File: src/rtl/axi_err_slave_pkg.sv
// Constants shared by the AXI default error responder and the SoC that instantiates it.
// The read data pattern lives here so that firmware and hardware use the same value.
package axi_err_slave_pkg;

  localparam int unsigned IdWidthSlave     = 5;
  localparam logic [63:0] ErrSlaveRespData = 64'hCA11_AB1E_BAD_CAB1E;
  localparam logic [1:0]  RESP_DECERR      = 2'b11;

  // Adds 0, 1 or 2 to the error count, sticking at all-ones instead of wrapping.
  function automatic logic [31:0] sat_add(input logic [31:0] cnt, input logic [1:0] inc);
    logic [32:0] sum;
    sum = {1'b0, cnt} + {31'd0, inc};
    return sum[32] ? 32'hFFFF_FFFF : sum[31:0];
  endfunction

endpackage

File: src/rtl/axi_err_slave.sv
// Default AXI4 slave: drains writes and answers with DECERR, returns len+1 DECERR read beats,
// and keeps a saturating error count plus the address of the latest failing transaction.
module axi_err_slave
  import axi_err_slave_pkg::*;
#(
  parameter int unsigned          IdWidth   = IdWidthSlave,
  parameter int unsigned          AddrWidth = 64,
  parameter int unsigned          DataWidth = 64,
  parameter logic [DataWidth-1:0] RespData  = DataWidth'(ErrSlaveRespData)
) (
  input  logic                 clk_i,
  input  logic                 rst_ni,
  input  logic                 aw_valid_i,
  output logic                 aw_ready_o,
  input  logic [IdWidth-1:0]   aw_id_i,
  input  logic [AddrWidth-1:0] aw_addr_i,
  input  logic                 w_valid_i,
  output logic                 w_ready_o,
  input  logic                 w_last_i,
  output logic                 b_valid_o,
  input  logic                 b_ready_i,
  output logic [IdWidth-1:0]   b_id_o,
  output logic [1:0]           b_resp_o,
  input  logic                 ar_valid_i,
  output logic                 ar_ready_o,
  input  logic [IdWidth-1:0]   ar_id_i,
  input  logic [AddrWidth-1:0] ar_addr_i,
  input  logic [7:0]           ar_len_i,
  output logic                 r_valid_o,
  input  logic                 r_ready_i,
  output logic [IdWidth-1:0]   r_id_o,
  output logic [DataWidth-1:0] r_data_o,
  output logic [1:0]           r_resp_o,
  output logic                 r_last_o,
  output logic [31:0]          err_count_o,
  output logic [AddrWidth-1:0] err_addr_o
);

  localparam logic [1:0] W_IDLE  = 2'd0;
  localparam logic [1:0] W_DRAIN = 2'd1;
  localparam logic [1:0] W_RESP  = 2'd2;
  localparam logic       R_IDLE  = 1'b0;
  localparam logic       R_DATA  = 1'b1;

  logic [1:0]           w_state_q, w_state_d;
  logic [IdWidth-1:0]   w_id_q;
  logic                 r_state_q, r_state_d;
  logic [IdWidth-1:0]   r_id_q;
  logic [7:0]           r_len_q;
  logic [7:0]           r_beat_q;
  logic [31:0]          err_count_q;
  logic [AddrWidth-1:0] err_addr_q;
  logic                 aw_hs, w_hs, b_hs, ar_hs, r_hs;

  assign aw_ready_o = (w_state_q == W_IDLE);
  assign w_ready_o  = (w_state_q == W_DRAIN);
  assign b_valid_o  = (w_state_q == W_RESP);
  assign b_id_o     = w_id_q;
  assign b_resp_o   = RESP_DECERR;

  assign aw_hs = aw_valid_i & aw_ready_o;
  assign w_hs  = w_valid_i & w_ready_o;
  assign b_hs  = b_valid_o & b_ready_i;

  always_comb begin
    w_state_d = w_state_q;
    case (w_state_q)
      W_IDLE:  if (aw_hs) w_state_d = W_DRAIN;
      W_DRAIN: if (w_hs && w_last_i) w_state_d = W_RESP;
      W_RESP:  if (b_hs) w_state_d = W_IDLE;
      default: w_state_d = W_IDLE;
    endcase
  end

  always_ff @(posedge clk_i or negedge rst_ni) begin
    if (!rst_ni) begin
      w_state_q <= W_IDLE;
      w_id_q    <= '0;
    end else begin
      w_state_q <= w_state_d;
      if (aw_hs) w_id_q <= aw_id_i;
    end
  end

  assign ar_ready_o = (r_state_q == R_IDLE);
  assign r_valid_o  = (r_state_q == R_DATA);
  assign r_id_o     = r_id_q;
  assign r_data_o   = RespData;
  assign r_resp_o   = RESP_DECERR;
  // The beat counter stops at len, so len=255 ends before the 8-bit counter could wrap.
  assign r_last_o   = r_valid_o & (r_beat_q == r_len_q);

  assign ar_hs = ar_valid_i & ar_ready_o;
  assign r_hs  = r_valid_o & r_ready_i;

  always_comb begin
    r_state_d = r_state_q;
    case (r_state_q)
      R_IDLE:  if (ar_hs) r_state_d = R_DATA;
      R_DATA:  if (r_hs && r_last_o) r_state_d = R_IDLE;
      default: r_state_d = R_IDLE;
    endcase
  end

  always_ff @(posedge clk_i or negedge rst_ni) begin
    if (!rst_ni) begin
      r_state_q <= R_IDLE;
      r_id_q    <= '0;
      r_len_q   <= '0;
      r_beat_q  <= '0;
    end else begin
      r_state_q <= r_state_d;
      if (ar_hs) begin
        r_id_q   <= ar_id_i;
        r_len_q  <= ar_len_i;
        r_beat_q <= '0;
      end else if (r_hs) begin
        r_beat_q <= r_beat_q + 8'd1;
      end
    end
  end

  // When AW and AR land in the same cycle the write address is the one recorded.
  always_ff @(posedge clk_i or negedge rst_ni) begin
    if (!rst_ni) begin
      err_count_q <= '0;
      err_addr_q  <= '0;
    end else begin
      err_count_q <= sat_add(err_count_q, {1'b0, aw_hs} + {1'b0, ar_hs});
      if (aw_hs)      err_addr_q <= aw_addr_i;
      else if (ar_hs) err_addr_q <= ar_addr_i;
    end
  end

  assign err_count_o = err_count_q;
  assign err_addr_o  = err_addr_q;

endmodule

File: config.mk
export PLATFORM = sky130hd
export DESIGN_NAME = axi_err_slave
export DESIGN_NICKNAME = d
export VERILOG_FILES = /design/src/rtl/axi_err_slave_pkg.sv /design/src/rtl/axi_err_slave.sv
export SDC_FILE = /design/constraint.sdc
export NUM_CORES = 1
export LEC_CHECK = 0
export BUFFER_PORTS_ARGS = -buffer_cell sky130_fd_sc_hd__clkbuf_2
export CORE_AREA = 2 2 131 133
export CTS_BUF_LIST = sky130_fd_sc_hd__clkbuf_4
export DETAILED_ROUTE_END_ITERATION = 12
export DIE_AREA = 0 0 133 135
export GPL_ROUTABILITY_DRIVEN = 0
export PLACE_DENSITY = 0.76
export SETUP_SLACK_MARGIN = 0.02
export SLEW_MARGIN = 25
export SYNTH_ARGS = -nofsm -noshare
export SYNTH_HDL_FRONTEND = slang
export SYNTH_SLANG_ARGS = --single-unit
File: constraint.sdc
create_clock -name clk_i -period 3.8 [get_ports clk_i]
set_input_delay 0.38 -clock clk_i [delete_from_list [all_inputs] [get_ports clk_i]]
set_output_delay 0.38 -clock clk_i [all_outputs]
set_load 0.02 [all_outputs]
==> flow_summary.toml <==
[logic_synthesis]
syn_area_mm2 = 0.006447
yosys_warnings = 0
synth-main-ff-cell = "dfrtp_1"
synthCells = 654
synth_top_area_share = 0.4852
synth-seq-cells = 125
postSynth.asyncResetShare = 1.000
synth_top_area_cell = "dfrtp_1"
netlist_top_cells_area = "dfrtp_1 49%, mux2i_1 10%, buf_4 7.9%"
synth_seq_area_share = 0.4852
synth.distinct_cells = 51
yosysMostFrequentCell = "nand2_1"
ys_top_cells_by_count = "130 x nand2_1, 125 x dfrtp_1, 76 x o21ai_0"
avgSynthCellArea_um2 = 9.858
synth_edf_count = 0

[clocking]
cts_buffers = 17
htreeDepth = 4
clk_pin_slew_ps = 120
clockRootBuffer = "clkbuf_4"
clock_latency_ps = 550
cts_buffer_depth = 2
postCtsSetupRepairBufs = 0
tritoncts = "built"
clkSinkCount = 125

[drt]
drt_wl_total_um = 17870
wl_met1_um = 7484
vias_per_cell = 4.800
drt_iter0_drc = 298
ant_nets = 0
vias = 5635
wl_per_cell_um = 15.22
met3_length_um = 1219
firstDrtPassIters = 5
drc_errors = 0
routed.top_layer = "met4"
wl_met2_um = 8891

[pwr]
p_comb_frac = 0.415
power_uw = 5334
switching_share = 0.4251
power.switching_uw = 2267
p_seq_frac = 0.405
intPower_uw = 3067
powerDensity_mw_per_mm2 = 644.0
p_leak_uw = 0.004081
pwr-share-clk = 0.180
peakVddDrop_uv = 299.3

[timing]
fin_crit_sh = 0.8308
finalMaxSlewViolations = 0
rsz0062_at_grt = "false"
fmax_mhz = 316.7
period_minus_slack_ps = 3157
worstMarginPinSlew_ps = 1038
setup_viol = 0
slew_headroom = 0.3082
tns_ps = 0
final-hold-violation-count = 0
clock_skew_ps = 20.12

[hold_path]
min_to = "err_addr_o[1]"
min_path_cells = 3
worstHoldStart = "aw_addr_i[1]"
hp-class = "in -> reg"

[layout]
syn_to_final_growth_pct = 28.47
nNetsFinal = 1098
fill_cells = 1532
post-route-util = 0.5048
antennaDiodeCount = 0
drive_above_1_share = 0.3396

[run_status]
status = "finished, final reports clean"

[worst_setup_path]
path_max_fanout = 21
worstPathRequired_ps = 4270
worst-r2r-cell-count = 11
arrival_ps = 3620
critPathKind = "reg -> reg"
worst_r2r_endpoint = "err_count_o[4]"
end_kind = "flip-flop"
r2r_slack_ps = 640
crit-reg2reg-launch = "r_valid_o"
crit_path_start_kind = "flip-flop"

[grt]
antenna_found_initial = 0
grt_max_degree = 126
grt_overflow_total = 0
grt.total_usage = 0.1950
grt_pass1_wl_um = 27660
grt_pass1_vias = 5277

[floorplan]
core_area_mm2 = 0.01641
dieHeight_um = 135
die_area_mm2 = 0.01796
die_w_um = 133
ioPinCount = 334
start_util = 0.3930
rows = 47

[placed_design]
portBuffers = 265
dp_hpwl_um = 12860

[flow_run]
maxCapViolCount = 0
[timing repair]
action                                 in CTS  in global routing
hold buffers                               29                  1
gates resized for setup                     0                  0
endpoints found under the hold margin     153                  1
[cell families after synthesis]
logic type,after synthesis,synth area share
compound gates,105,0.09199
other cells,2,0.001165
simple gates,219,0.1620
buf+inv,104,0.1062
flops,125,0.4852
fa+ha+maj,3,0.005822
mux,78,0.1232
xor+xnor,18,0.02445
[metal layers]
| layer | GRT usage | vias up |
|---|---|---|
| li1 | - | 2705 |
| met1 | 0.2549 | 2676 |
| met2 | 0.3187 | 234 |
| met3 | 0.04429 | 20 |
| met4 | 0.07168 | 0 |
| met5 | 0 | - |
[state kept, by name, summed over array words and instances (netlist names)]
register     count
err_addr_o      64
err_count_o     32
r_beat_q         8
r_len_q          8
b_id_o           5
r_id_o           5
w_state_q        2
r_valid_o        1
[cell type report]
type	count	area (um^2)	share of cell area
Clock buffer	18	135.1	0.01631
Clock inverter	14	151.4	0.01828
Inverter	5	21.27	0.002568
Multi-Input combinational cell	491	2885	0.3483
Sequential cell	125	3128	0.3776
Tap cell	220	275.3	0.03323
Timing Repair Buffer	301	1687	0.2036
[cells in the final DEF (no fill, tap or decap), types with 4 or more instances in the layout]
cell type / n
a31oi_1: 7
and3_1: 5
and4_1: 6
buf_4: 6
clkbuf_2: 264
clkbuf_4: 18
clkinv_1: 5
clkinvlp_4: 5
conb_1: 68
dfrtp_1: 125
dlygate4sd3_1: 30
inv_1: 4
mux2_2: 11
mux2i_1: 67
nand2_1: 130
nand3_1: 17
nand4_1: 11
nor2_1: 13
nor3_1: 4
nor4_1: 6
o21ai_0: 76
o31ai_1: 6
or4_1: 5
xnor2_1: 8
xor2_1: 10
[power by group through the flow]
| stage | clock (uW) | sequential (uW) | combinational (uW) |
|---|---|---|---|
| 2_1_floorplan | 0 | 2640 | 938 |
| 3_3_place_gp | 0 | 2150 | 2160 |
| 3_5_place_dp | 0 | 2180 | 2210 |
| 4_1_cts | 989 | 2160 | 2230 |
| 5_1_grt | 1050 | 2220 | 2420 |
| 6_report | 961 | 2160 | 2210 |
[critical path, stage by stage, from the launching register on]
cell and delay, ps:
dfrtp_1 430, inv_1 100, nand2_1 110, inv_4 260, ha_1 310, or2_2 160, ha_1 220, nand4_1 200
nor3_2 230, buf_4 190, nand4_1 570, o21ai_0 280
[how the worst max path moves through the flow]
stage / startpoint / end / cells past startpoint
6_report: r_valid_o / err_count_o[4] / 11
5_1_grt: r_valid_o / err_count_o[4] / 11
4_1_cts: r_valid_o / err_count_o[4] / 11
3_5_place_dp: r_valid_o / err_count_o[4] / 11
3_3_place_gp: r_valid_o / err_count_o[4] / 11
2_1_floorplan: r_valid_o / err_count_o[28] / 12
[through the flow]
| stage | hold WS, ps | setup slack (ps) | cells | area [um^2] |
|---|---|---|---|---|
| floorplan | 84.41 | 217.3 | 720 | 6695 |
| global placement | 458.8 | 808.3 | 1112 | 7696 |
| detailed placement | 463.8 | 692.3 | 1112 | 7696 |
| CTS | 0.2688 | 644.5 | 1173 | 8273 |
| global route | 1.313 | 364.7 | 1174 | 8283 |
| finish | 34.95 | 642.9 | 1174 | 8283 |
No activity file was read; power rests on OpenSTA's default activity.
